## config.mk

```make
export PLATFORM = sky130hd
export DESIGN_NAME = divisor_secuencial_param
export DESIGN_NICKNAME = d
export VERILOG_FILES = /design/src/rtl/divisor_secuencial_param.sv
export SDC_FILE = /design/constraint.sdc
export NUM_CORES = 1
export LEC_CHECK = 0
export CAP_MARGIN = 10
export CORE_UTILIZATION = 65
export DETAILED_ROUTE_END_ITERATION = 7
export DONT_BUFFER_PORTS = 1
export GPL_TIMING_DRIVEN = 0
export HOLD_SLACK_MARGIN = 0.08
export PLACE_DENSITY = 0.81
export SLEW_MARGIN = 40
export SYNTH_ARGS = -nofsm -noshare
export SYNTH_HDL_FRONTEND = slang
export SYNTH_SLANG_ARGS = --single-unit
```

## constraint.sdc

```tcl
create_clock -name CLK -period 3.8 [get_ports CLK]
set_input_delay 0.76 -clock CLK [delete_from_list [all_inputs] [get_ports CLK]]
set_output_delay 0.76 -clock CLK [all_outputs]
set_load 0.01 [all_outputs]
```

## src/rtl/divisor_secuencial_param.sv

```systemverilog
// Parametrised sequential restoring divider, TAMANYO-bit operands,
// BITS_CICLO quotient bits per CALC cycle, signed/unsigned per operation.
// Start/Done handshake; Coc, Res, Done, Busy, DivCero and Ovf are registered.
// Optional macro DIV_OVF_DETECT_EN: early-exit detection of the signed
// overflow case (most negative / -1). Without it Ovf stays 0 and the case
// runs the normal iterative path, yielding the wrapped quotient.
module divisor_secuencial_param #(
    parameter int TAMANYO    = 32,
    parameter int BITS_CICLO = 1
) (
    input  logic               CLK,
    input  logic               RSTa,
    input  logic               Start,
    input  logic               Signo,
    input  logic [TAMANYO-1:0] Num,
    input  logic [TAMANYO-1:0] Den,
    output logic [TAMANYO-1:0] Coc,
    output logic [TAMANYO-1:0] Res,
    output logic               Done,
    output logic               Busy,
    output logic               DivCero,
    output logic               Ovf
);

    localparam int N_CICLOS = (BITS_CICLO > 0) ? (TAMANYO / BITS_CICLO) : 1;
    localparam int CNT_W    = (N_CICLOS > 1) ? $clog2(N_CICLOS) : 1;
    localparam logic [CNT_W-1:0]   CNT_INI = CNT_W'(N_CICLOS - 1);
    localparam logic [TAMANYO-1:0] MIN_NEG = {1'b1, {(TAMANYO-1){1'b0}}};

    if ((TAMANYO < 4) || ((TAMANYO % 2) != 0) ||
        !((BITS_CICLO == 1) || (BITS_CICLO == 2) || (BITS_CICLO == 4)) ||
        ((TAMANYO % BITS_CICLO) != 0)) begin : g_param_error
        $error("divisor_secuencial_param: illegal TAMANYO/BITS_CICLO combination");
    end

    typedef enum logic [1:0] {IDLE, CALC, FIX, FIN} estado_t;

    function automatic logic [TAMANYO-1:0] negar(input logic [TAMANYO-1:0] v);
        negar = ~v + {{(TAMANYO-1){1'b0}}, 1'b1};
    endfunction

    function automatic logic [TAMANYO-1:0] abs_cond(input logic neg, input logic [TAMANYO-1:0] v);
        abs_cond = neg ? negar(v) : v;
    endfunction

    estado_t            estado_r, estado_s;
    logic [TAMANYO:0]   acc_r, acc_paso_s;
    logic [TAMANYO-1:0] q_r, q_paso_s;
    logic [TAMANYO-1:0] m_r;
    logic [CNT_W-1:0]   cnt_r;
    logic               sig_n_r, sig_d_r;
    logic [TAMANYO-1:0] fin_coc_r, fin_res_r;
    logic               fin_dz_r, fin_ovf_r;
    logic [TAMANYO-1:0] coc_fix_s, res_fix_s;
    logic               ovf_caso_s;
    logic               den_cero_s;

    assign den_cero_s = (Den == {TAMANYO{1'b0}});

`ifdef DIV_OVF_DETECT_EN
    assign ovf_caso_s = Signo && (Num == MIN_NEG) && (Den == {TAMANYO{1'b1}});
`else
    assign ovf_caso_s = 1'b0;
`endif

    // State register with asynchronous reset.
    always_ff @(posedge CLK or negedge RSTa) begin
        if (!RSTa) begin
            estado_r <= IDLE;
        end else begin
            estado_r <= estado_s;
        end
    end

    // Next-state logic: special cases (div-zero, overflow) bypass the iteration.
    always_comb begin
        estado_s = estado_r;
        case (estado_r)
            IDLE: begin
                if (Start) begin
                    if (den_cero_s || ovf_caso_s) begin
                        estado_s = FIN;
                    end else begin
                        estado_s = CALC;
                    end
                end else begin
                    estado_s = IDLE;
                end
            end
            CALC: begin
                if (cnt_r == {CNT_W{1'b0}}) begin
                    estado_s = FIX;
                end else begin
                    estado_s = CALC;
                end
            end
            FIX:     estado_s = FIN;
            FIN:     estado_s = IDLE;
            default: estado_s = IDLE;
        endcase
    end

    // BITS_CICLO restoring shift-compare-subtract steps on {ACC,Q}.
    always_comb begin
        acc_paso_s = acc_r;
        q_paso_s   = q_r;
        for (int i = 0; i < BITS_CICLO; i++) begin
            acc_paso_s = {acc_paso_s[TAMANYO-1:0], q_paso_s[TAMANYO-1]};
            q_paso_s   = {q_paso_s[TAMANYO-2:0], 1'b0};
            if (acc_paso_s >= {1'b0, m_r}) begin
                acc_paso_s  = acc_paso_s - {1'b0, m_r};
                q_paso_s[0] = 1'b1;
            end else begin
                acc_paso_s = acc_paso_s;
            end
        end
    end

    // Sign fix-up: quotient truncates toward zero, remainder follows dividend.
    always_comb begin
        coc_fix_s = (sig_n_r ^ sig_d_r) ? negar(q_r) : q_r;
        res_fix_s = sig_n_r ? negar(acc_r[TAMANYO-1:0]) : acc_r[TAMANYO-1:0];
    end

    // Datapath: operand latch, iteration, staging of the final result.
    always_ff @(posedge CLK or negedge RSTa) begin
        if (!RSTa) begin
            acc_r     <= {(TAMANYO+1){1'b0}};
            q_r       <= {TAMANYO{1'b0}};
            m_r       <= {TAMANYO{1'b0}};
            cnt_r     <= {CNT_W{1'b0}};
            sig_n_r   <= 1'b0;
            sig_d_r   <= 1'b0;
            fin_coc_r <= {TAMANYO{1'b0}};
            fin_res_r <= {TAMANYO{1'b0}};
            fin_dz_r  <= 1'b0;
            fin_ovf_r <= 1'b0;
        end else begin
            case (estado_r)
                IDLE: begin
                    if (Start) begin
                        sig_n_r  <= Signo & Num[TAMANYO-1];
                        sig_d_r  <= Signo & Den[TAMANYO-1];
                        q_r      <= abs_cond(Signo & Num[TAMANYO-1], Num);
                        m_r      <= abs_cond(Signo & Den[TAMANYO-1], Den);
                        acc_r    <= {(TAMANYO+1){1'b0}};
                        cnt_r    <= CNT_INI;
                        if (den_cero_s) begin
                            fin_coc_r <= {TAMANYO{1'b1}};
                            fin_res_r <= Num;
                            fin_dz_r  <= 1'b1;
                            fin_ovf_r <= 1'b0;
                        end else if (ovf_caso_s) begin
                            fin_coc_r <= MIN_NEG;
                            fin_res_r <= {TAMANYO{1'b0}};
                            fin_dz_r  <= 1'b0;
                            fin_ovf_r <= 1'b1;
                        end else begin
                            fin_dz_r  <= 1'b0;
                            fin_ovf_r <= 1'b0;
                        end
                    end
                end
                CALC: begin
                    acc_r <= acc_paso_s;
                    q_r   <= q_paso_s;
                    if (cnt_r != {CNT_W{1'b0}}) begin
                        cnt_r <= cnt_r - {{(CNT_W-1){1'b0}}, 1'b1};
                    end
                end
                FIX: begin
                    fin_coc_r <= coc_fix_s;
                    fin_res_r <= res_fix_s;
                end
                default: begin
                    fin_coc_r <= fin_coc_r;
                end
            endcase
        end
    end

    // Registered outputs: results publish together with the Done pulse.
    always_ff @(posedge CLK or negedge RSTa) begin
        if (!RSTa) begin
            Coc     <= {TAMANYO{1'b0}};
            Res     <= {TAMANYO{1'b0}};
            Done    <= 1'b0;
            Busy    <= 1'b0;
            DivCero <= 1'b0;
            Ovf     <= 1'b0;
        end else begin
            Done <= (estado_r == FIN);
            Busy <= (estado_r != IDLE);
            if (estado_r == FIN) begin
                Coc     <= fin_coc_r;
                Res     <= fin_res_r;
                DivCero <= fin_dz_r;
                Ovf     <= fin_ovf_r;
            end
        end
    end

endmodule

```

======== After elaboration in Yosys (flattened, before gate mapping) ========
Index checks and enable logic that the tools add are counted.
W data, S select, Z words.
cells by class
  muxes and demuxes ....................... 24
  bitwise gates (word level) .............. 7
  magnitude comparators ................... 1
  equality and inequality tests ........... 6
  reductions and logical operators ........ 11
  add/subtract/negate cells ............... 6
operators with widths
  kind                     count
  $mux W32                 11
  $pmux W32 S2             4
  $add A32 B1 Y32 const B  4
  $not A32 Y32             4
  $ge A33 B32 Y1           1
  $logic_not A32 Y1        1
  $sub A32 B32 Y32         1
  $mux W5                  2
  $pmux W5 S2              1
  $pmux W2 S4              1
  $mux W2                  3
  $ne A2 B2 Y1 const B     3
  $reduce_and A3 Y1        2
  $reduce_bool A2 Y1       3
  $logic_not A5 Y1         1
  $reduce_bool A5 Y1       1
  $sub A5 B1 Y5 const B    1
  $eq A2 B2 Y1 const B     2
  $reduce_and A2 Y1        2
  $and A1 B1 Y1            2
  $eq A2 B1 Y1 const B     1
  $logic_not A2 Y1         1
  $mux W1                  2
  $xor A1 B1 Y1            1
storage, ports and cells
  output and inout port bits .............. 68
  logic and storage cells ................. 70
  bits of input ports ..................... 68
  register bits ........................... 237

======== Depth between registers and ports, before layout ========
Gate-level depths: netlist of the first run.
  depth after elaboration ................. 5
  mapped depth ............................ 12
  gate-level depth less buffers ........... 12

======== Worst setup path after synthesis of the first run ========
No wires, ideal clock.
  path kind ............................... input to register
  start point ............................. input port Den[10]
  end point ............................... register fin_res_r[11]
  path buffers ............................ 2
  setup time .............................. 0.137 ns
  cell stages on the path ................. 9
  required time ........................... 3.663 ns
  data arrival time ....................... 3.016 ns
  setup slack ............................. 0.647 ns
  cells stage by stage .................... or4_1 -> or4_4 -> or3_4 -> nor3_2 -> nand4b_1 -> buf_2 -> buf_2 -> o22ai_1 -> a21oi_1
between the ends
  cells in the longest elaborated chain, start to end .. 3
RTL lines
  what                         line  text
  from (decl)                  16    input logic [TAMANYO-1:0] Den,
  $logic_not A32 Y1            58    assign den_cero_s = (Den == {TAMANYO{1'b0}});
  $ne A2 B2 Y1 (no line)       --
  $reduce_and A3 Y1 (no line)  --
  to (signal assigned)         135   fin_res_r <= {TAMANYO{1'b0}};
  to (signal assigned)         150   fin_res_r <= Num;
  to (signal assigned)         155   fin_res_r <= {TAMANYO{1'b0}};
  to (decl)                    52    logic [TAMANYO-1:0] fin_coc_r, fin_res_r;
No other way between the ends.
A chain may end at the register's enable or synchronous reset.

======== Final worst setup path of the first run ========
  start point ............................. register q_r[31]
  end point ............................... register acc_r[28]
between the ends
  cells in the longest elaborated chain, start to end .. 3
  elaborated cells between the ends (all ways) .. 4
  those cells by class .................... add/sub (1); order compare (1); mux (2)
RTL lines
  what                                                       line      text
  from (decl)                                                48        logic [TAMANYO-1:0] q_r, q_paso_s;
  from (signal assigned)                                     129       q_r <= {TAMANYO{1'b0}};
  from (signal assigned)                                     144       q_r <= abs_cond(Signo & Num[TAMANYO-1], Num);
  from (signal assigned)                                     166       q_r <= q_paso_s;
  $sub A32 B32 Y32 / $ge A33 B32 Y1 (equally long branches)  111, 110
  $mux W32 (*)                                               110       if (acc_paso_s >= {1'b0, m_r}) begin
  $pmux W32 S2 (*)                                           139       case (estado_r)
  to (signal assigned)                                       128       acc_r <= {(TAMANYO+1){1'b0}};
  to (signal assigned)                                       146       acc_r <= {(TAMANYO+1){1'b0}};
  to (signal assigned)                                       165       acc_r <= acc_paso_s;
  to (decl)                                                  47        logic [TAMANYO:0] acc_r, acc_paso_s;
Every way passes the cells marked *; elsewhere a longest branch is shown, timed or not.

==> results of run 1 <==
-- worst min path at each step --
| stage | start | to | slack [ns] | cells past startpoint |
|---|---|---|---|---|
| after detailed placement | RSTa | Coc[9]$_DFFE_PN0P_ | 0.47 | 0 |
| after global routing | RSTa | Coc[7]$_DFFE_PN0P_ | -0.09 | 0 |
| after CTS | RSTa | fin_res_r[4]$_DFFE_PN0P_ | -0.09 | 0 |
| after global placement | fin_dz_r$_DFFE_PN0P_ | fin_dz_r$_DFFE_PN0P_ | 0.46 | 2 |
| final | RSTa | fin_res_r[4]$_DFFE_PN0P_ | -0.07 | 0 |
| after floorplan | fin_dz_r$_DFFE_PN0P_ | fin_dz_r$_DFFE_PN0P_ | 0.44 | 2 |
-- metal layers --
metal	share of wire [%]	GRT usage, %
met1	39	43.17
met2	50	62.64
met3	7.2	5.185
met4	4.2	15.57
met5	0	0
-- what timing repair did --
item | 4_1_cts | 5_1_grt
gates resized for setup | 1 | 3
setup buffers | 0 | 0
setup endpoints to repair | 1 | 20
hold endpoints to repair | 237 | 237
-- cell families after synthesis --
group / after synthesis
buffers and inverters: 150
xor gates and xnor gates: 143
DFF: 237
and+or+nand+nor: 383
AOI/OAI and AO/OA: 457
other: 1
muxes: 89
adders and majority gates: 38
-- layout by cell type (no fill, tap or decap), types with 7 or more instances in the layout --
master	synthesis	final
sky130_fd_sc_hd__o41ai_1	8	8
sky130_fd_sc_hd__a31oi_1	26	26
sky130_fd_sc_hd__clkbuf_16	0	27
sky130_fd_sc_hd__o22ai_1	10	10
sky130_fd_sc_hd__nand4_1	8	8
sky130_fd_sc_hd__or4_1	11	11
sky130_fd_sc_hd__nor3_1	32	32
sky130_fd_sc_hd__a21oi_1	111	111
sky130_fd_sc_hd__a22oi_1	30	30
sky130_fd_sc_hd__mux2_2	65	65
sky130_fd_sc_hd__o21ai_0	157	156
sky130_fd_sc_hd__a211oi_1	9	9
sky130_fd_sc_hd__or3_1	11	11
sky130_fd_sc_hd__dfrtp_1	237	237
sky130_fd_sc_hd__nand3_1	35	35
sky130_fd_sc_hd__nand2b_1	8	8
sky130_fd_sc_hd__nand2_1	139	139
sky130_fd_sc_hd__buf_2	7	7
sky130_fd_sc_hd__xor2_1	60	59
sky130_fd_sc_hd__o21a_1	8	8
sky130_fd_sc_hd__and2_1	9	9
sky130_fd_sc_hd__o21ai_1	12	13
sky130_fd_sc_hd__nand3b_1	7	7
sky130_fd_sc_hd__o31ai_1	26	25
sky130_fd_sc_hd__and3_1	7	7
sky130_fd_sc_hd__clkbuf_1	69	71
sky130_fd_sc_hd__a21o_1	20	20
sky130_fd_sc_hd__xnor2_1	83	83
sky130_fd_sc_hd__nor4_1	16	15
sky130_fd_sc_hd__inv_1	62	62
sky130_fd_sc_hd__mux2i_1	24	24
sky130_fd_sc_hd__nor2_1	80	80
sky130_fd_sc_hd__ha_1	37	37
-- cell type report --
class                      instances  area (sq um)  share of cell area [%]
sequential                       237          5931                   39.44
multi-input combinational       1111          7325                   48.71
clock buffer                      34         742.0                   4.935
clock inverter                    12         101.3                  0.6740
inverter                          63         236.5                   1.573
buffer                            87         362.8                   2.413
tap                              270         337.8                   2.247
-- where the power goes --
part / internal, uW / switching, uW
clock: 1440 / 1020
sequential: 3250 / 828
combinational: 3040 / 4470
-- flip-flops by register name (all words and copies together), names as in the netlist, 2 cells and up --
register	count
Coc	32
Res	32
acc_r	32
fin_coc_r	32
fin_res_r	32
m_r	32
q_r	32
cnt_r	5
estado_r	2
-- metrics by stage --
| stage | setup WS (ns) | instances | cell area [sq um] |
|---|---|---|---|
| 2_1_floorplan | 0.6471 | 1498 | 13810 |
| 3_3_place_gp | -0.2002 | 1768 | 14150 |
| 3_5_place_dp | -0.1120 | 1768 | 14160 |
| 4_1_cts | 0.006551 | 1814 | 15000 |
| 5_1_grt | 0.02542 | 1814 | 15040 |
| 6_report | 0.2314 | 1814 | 15040 |
-- critical path, delay by kind of cell, from the launching register on --
kind	cells	cell delay, ns
flip-flops	1	0.43
XOR/XNOR	1	0.21
adder cells (fa/ha/maj)	2	0.61
buffers and inverters	2	0.25
AO/OA/AOI/OAI	7	1.93
==> impl.org, run 1 <==
** Synth
- Summing the areas of all xor and xnor instances in the mapped netlist gives 9.066% of the synthesized area.
- The portion of synthesized area spent on multiplexers is 7.037%.
- Synth Area in Simple Gates :: 13.28%
- By count the netlist is led by sky130_fd_sc_hd__dfrtp_1 (237), sky130_fd_sc_hd__o21ai_0 (157), sky130_fd_sc_hd__nand2_1 (139).
- In the synthesized netlist the async set-or-reset flop fraction comes to 100.0%.
- Mean instance size in the synthesized netlist :: 9.222 sq um
- Cell area after synthesis :: 13810 sq um
- Dominant cell by count in the synthesized netlist :: sky130_fd_sc_hd__dfrtp_1
- Counting every net in the synthesized netlist gives 1604.
- The synthesized netlist devotes 3.496% of its cell area to adder and majority cells.
- Cell taking the most area after synthesis :: sky130_fd_sc_hd__dfrtp_1
- For this run, the leading register cell type out of synthesis is sky130_fd_sc_hd__dfrtp_1.
- In the synthesized netlist, the number of instances is 1498.
- By area, the combinational part of the netlist is dominated by compound AO/OA/AOI/OAI gates.
- The synthesized design devotes to its leading area cell type 42.93% of total area.
- In this run, synthesis inferred 0 flip-flops with an integrated enable.
- Yosys mapped the design onto 69 distinct sky130hd cell types.
- Sequential element share of the synthesized area :: 42.93%
- Sorting the synthesized cells by area gives the leading types as sky130_fd_sc_hd__dfrtp_1 (43%), sky130_fd_sc_hd__o21ai_0 (5.7%), sky130_fd_sc_hd__mux2_2 (5.3%).
- Counting flops and latches in the post-synthesis netlist gives 237.
- Synthesis warning total :: 0
- Summing the areas of all compound-gate instances in the mapped netlist gives 19.84% of the synthesized area.

** Timing
- Setup-violating endpoint count in the final report :: 0
- Hold violation total from the final report :: 237
- The worst pin sits at a relative slew slack of 38.63%.
- The worst path in the final design needs a cycle of 3.569 ns, including I/O delays and setup.
- The final count of pins violating max slew is 0.
- Fin Hold WS :: -0.06961 ns
- Final total negative setup slack :: 0 ns
- Unrepaired setup endpoints after global routing :: false
- The worst path uses 93.91% of the clock period.
- For the pin with the worst max-slew slack, the measured transition is 0.9206 ns.
- Setup clock skew after layout :: 0.01019 ns
- Highest clock frequency the design can meet :: 280.2 MHz

** Finish
- Relative to the synthesized area, the layout overhead comes to 8.840%.
- After filler insertion, the fill cell instance count of the layout stands at 1560.
- Share of the core filled with cells in the final layout :: 73.13%
- Number of diodes added for antenna fixing :: 0
- Fraction of final layout cells with drive strength greater than 1 :: 8.873%
- In the final design database the tool counted 1632 nets.

** Floorplan
- Number of placement rows :: 52
- Top-Level Pins :: 136
- In this run the horizontal extent of the chip is 147.8 microns.
- Total core area :: 20560 sq um
- For this configuration, the core starts out at a cell density of 67.19%.
- The floorplan step defined a die boundary enclosing 21840 sq um.
- Die Ht :: 147.8 microns

** Setup path
- Startpoint kind of the worst setup timing path :: flip-flop
- Category of the worst setup path capture point :: flip-flop
- The largest single stage delay on the critical path is 0.43 ns.
- Count of cells along the worst register-to-register path :: 12
- Reg-to-reg setup timing slack :: 0.23 ns
- The slowest stage of the critical path belongs to the cell sky130_fd_sc_hd__dfrtp_1.
- Req. time, crit path :: 4.20 ns
- Arr. time, crit path :: 3.97 ns
- The most critical setup path has its startpoint at q_r[31]$_DFFE_PN0P_.
- Worst flop-to-flop path endpoint :: acc_r[28]$_DFFE_PN0P_
- Critical Path Sink :: acc_r[28]$_DFFE_PN0P_
- RR Startpoint :: q_r[31]$_DFFE_PN0P_
- The critical path is of the reg -> reg type.
- The signal on the critical path passes through inv_1 > ha_1 > inv_1 > fa_1 > a21o_1 > a221oi_2 > o21ai_1 > a31oi_1 > o221ai_1 > a31oi_1 > xor2_1 > o211ai_1.
- Crit path max fanout :: 4

** Power
- Worst VDD drop :: 0.0005399 V
- Dividing total power by cell area gives a power density of 934.8 nW/um^2.
- Total power :: 14050 uW
- Summed over all cells, the static leakage comes to 0.006293 uW.

** CTS
- Clock-pin slew was measured on the worst setup and hold paths at 0.06 ns.
- Clock latency at the later pin of the worst-skew pair :: 0.53 ns
- Counting along the longest clock path gives a buffer depth of 3.
- CTS Root Buffer Type :: sky130_fd_sc_hd__clkbuf_16
- CTS tree :: yes
- H-tree depth reported by CTS :: 1
- The clock drives 237 sinks.
- TritonCTS created 26 clock buffers.

** Route
- The detailed router placed 11680 vias in this run.
- After detailed routing, the average wire length per cell comes to 21.09 microns.
- The first routing iteration left 688 violations.
- Once detail routing completed, the nets flagged for antenna violations numbered 0.
- The routed design has 38260 microns of wire.
- For this run, design rule violations remaining after detail routing come to 0.
- In the routed layout, each cell is associated on average with a via count of 6.436.
- First drt pass iteration count :: 5

** Worst hold path
- Class of the tightest hold or removal check :: in -> async

** Placement
- Number of buffers added on ports :: 0
- At the end of routability-driven placement, the weighted congestion stood at 0.9236.
- After legalization and detailed placement, the total HPWL measured 28850 microns.

** Job
- MaxCap Viol Count :: 0

** GRT
- The number of antenna violations at the first check in global routing came to 0.
- Maximum number of pins on one net before global-route repair :: 238
- Global-route congestion overflow total :: 0
- The number of global-route vias before repair is 11600.
- Global routing used 35.49% of the available tracks across all layers.
- Wire length of the first global-routing pass :: 60720 microns

** Outcome
- Violated checks :: hold timing
- The flow ran to the end, but the final reports show violations.
Power figures use the tool's default switching activity.
==> run 2, diff against run 1 <==
CELL_PAD_IN_SITES_DETAIL_PLACEMENT = 0   (was unset)
CELL_PAD_IN_SITES_GLOBAL_PLACEMENT = 1   (was unset)
CORE_UTILIZATION = 50   (was 65)
PLACE_DENSITY = unset   (was 0.81)
PLACE_DENSITY_LB_ADDON = 0.1   (was unset)
==> run 2 against run 1 <==
Compared with the run above:
- cell area rose by 0.92%
- sequential share of layout area fell by 0.36 points
- clock power rose by 6%
- first-iteration DRC count fell by 0.58%
- non-clock buffer count did not move
- die area rose by 30%
- clock-buffer cell count rose by 3
- the run still ends with hold timing left
- core utilization fell by 17 points
- global-route usage fell by 7.9 points
==> impl.org, run 2 (same netlist as run 1, synthesis figures left out) <==
** CTS
- CTS tree :: yes
- Post-CTS Setup Inserts :: 0
- The tree is rooted in a sky130_fd_sc_hd__clkbuf_16.
- CTS Buffer Depth :: 3
- For this design, the sink count on the clock tree is 237.
- In this run the number of H-tree levels came out at 1.
- The later pin in the worst-skew pair is clocked with a latency of 0.55 ns.
- Num CTS Buffers :: 27
- Clock-pin slew on the worst setup and hold paths :: 0.06 ns

** Finish
- Final design area excluding fillers :: 15170 sq um
- Leading cell type in the layout, fill and taps excluded :: sky130_fd_sc_hd__dfrtp_1
- Synth-to-layout area growth :: 9.836%
- Leaving out fill and tap cells, the most frequent cells in the layout are sky130_fd_sc_hd__dfrtp_1 (237), sky130_fd_sc_hd__o21ai_0 (156), sky130_fd_sc_hd__nand2_1 (139).
- In the final layout, the share of cells above drive strength 1 is 8.744%.
- Number of nets at the end of the flow :: 1633

** Placement
- Detailed placement ended at an HPWL of 29660 microns.
- Number of buffers added on ports :: 0
- RePlAce Congestion :: 0.9057
- Cell Area, Placed :: 14240 sq um

** Setup path
- Startpoint kind of the worst setup timing path :: flip-flop
- The worst setup path is captured at a flip-flop.
- Critical path class :: reg -> reg
- The slowest stage of the critical path is the sky130_fd_sc_hd__dfrtp_1 cell.
- The largest single stage delay on the critical path is 0.43 ns.
- Along the worst path, the maximum fanout reaches 4.
- STA puts the critical path data required time at 4.20 ns.
- Traced cell by cell, the critical path runs through inv_1 > ha_1 > inv_1 > fa_1 > a21o_1 > a221oi_2 > o21ai_1 > a31oi_1 > o221ai_1 > a31oi_1 > xor2_1 > o211ai_1.
- Data arrives at the worst endpoint at 4.00 ns.

** Outcome
- The flow ran to the end, but the final reports show violations.
- Violated checks :: hold timing

** GRT
- For this run the aggregate overflow at the end of global routing stands at 0.
- Maximum number of pins on one net before global-route repair :: 238
- In the global route stage, overall resource usage came out at 27.61%.
- The number of global-route vias before repair is 11230.
- Number of antenna violations at the first check in global routing :: 1
- The first global-routing pass estimated 61230 microns of wire.

** Route
- Initial detailed-routing violation count :: 684
- In this run the remaining antenna-violating nets after routing total 0.
- First drt pass iteration count :: 7
- Post-DR wirelength/cell :: 20.42 microns
- Number of remaining DRC errors :: 0
- Using the TritonRoute via totals, the vias-per-cell ratio works out to 5.845.
- Routed WL :: 38520 microns
- Summing over every cut layer, the via total after detailed routing is 11020.

** Power
- Share of total power in the clock network :: 18.6%
- Net switching component of the power :: 6247 uW
- Cell internal power was estimated by the tool at 7875 uW.
- Areal power density over the cells :: 930.7 nW/um^2
- Power share of the combinational group :: 52.8%
- Overall power consumption after layout is estimated at 14120 uW.
- Net switching share of the total power :: 44.23%
- Per report_power, the sequential group accounts for 28.7% of the total.
- IR analysis of the VDD net gives a maximum drop of 0.0004081 V.
- Static Leakage :: 0.006324 uW

** Timing
- Setup-violating endpoint count in the final report :: 0
- Highest clock frequency the design can meet :: 277.9 MHz
- Post-layout minimum cycle time :: 3.598 ns
- Worst slew margin relative to its limit :: 40.06%
- Hold violation total from the final report :: 71
- At the pin with the least slew margin, the transition time is 0.8961 ns.
- Fin Hold WS :: -0.1010 ns
- The final count of pins violating max slew is 0.
- Setup repair after global routing left no endpoint under its margin.
- In the finished design, the share of the clock period the worst path needs comes to 94.68%.
- Setup clock skew after layout :: 0.02099 ns

** Floorplan
- The floorplan step defined a core boundary enclosing 27030 sq um.
- Starting density of the core :: 51.12%
- Overall die width :: 168.2 microns
- 136 I/O pins were placed.
- Die Ht :: 168.2 microns
- Die area :: 28300 sq um
- The floorplan has 60 rows.

** Job
- The tool flagged a number of max-cap violations equal to 0.

** Worst hold path
- The worst hold path belongs to the class in -> async.
run 2: cell types whose count changed in the layout (fill, tap and decap cells not counted), sizes merged:
cell	delta
bufinv	+2
clkbuf	+3
clkinv	-3
clkinvlp	-2
diode	+1
run 2: stage by stage:
step / setup TNS, ns / cells / worst slack, ns / util [%]
after floorplan: 0 / 1498 / 0.6471 / -
after global placement: -0.6684 / 1839 / -0.1129 / 52.69
after detailed placement: -1.337 / 1839 / -0.1974 / 52.70
after CTS: 0 / 1885 / 0.001389 / 56.01
after global routing: 0 / 1885 / 0.01071 / 56.13
final: 0 / 1886 / 0.2021 / 56.14
run 2: cell type report:
class	instances	area (sq um)
antenna	1	2.502
buffer	87	364.1
clock buffer	37	753.2
clock inverter	9	135.1
fill	2500	11850
inverter	63	236.5
multi-input combinational	1111	7325
sequential	237	5931
tap	341	426.7
run 2: final timing paths:
kind | start | to | slack (ns) | cells past startpoint
min | RSTa | Res[4]$_DFFE_PN0P_ | -0.10 | 0
max in group asynchronous | RSTa | m_r[26]$_DFFE_PN0P_ | 3.17 | 0
min reg2reg | m_r[6]$_DFFE_PN0P_ | m_r[6]$_DFFE_PN0P_ | 0.48 | 2
min in group CLK | Den[31] | m_r[31]$_DFFE_PN0P_ | 0.36 | 2
max reg2reg | q_r[31]$_DFFE_PN0P_ | acc_r[28]$_DFFE_PN0P_ | 0.20 | 12
max | q_r[31]$_DFFE_PN0P_ | acc_r[28]$_DFFE_PN0P_ | 0.20 | 12
run 2: critical path, delay by kind of cell, from the launching register on:
kind                       cells  cell delay (ns)
adders and majority gates      2             0.61
xor gates and xnor gates       1             0.21
AOI/OAI and AO/OA              7             1.93
buffers and inverters          2             0.27
DFF                            1             0.43
run 2: metal layers:
layer  global-route usage [%]  wire length [microns]  vias to the layer above
li1                         -                      -                     5440
met1                    35.12                  16750                     5238
met2                    48.80                  18970                      282
met3                    2.727                   1507                       64
met4                    9.763                   1295                        0
met5                        0                      0                        -
run 2: repair_timing:
action,CTS,global route
gates resized for setup,2,2
hold endpoints to repair,237,237
setup endpoints to repair,2,21
run 2: power by group through the flow:
stage | registers (uW) | logic [uW] | clock network (uW)
floorplan | 3810 | 5730 | 0
global placement | 4070 | 7260 | 0
detailed placement | 4080 | 7320 | 0
CTS | 4040 | 7380 | 2660
global route | 4170 | 8360 | 2760
finish | 4050 | 7450 | 2620
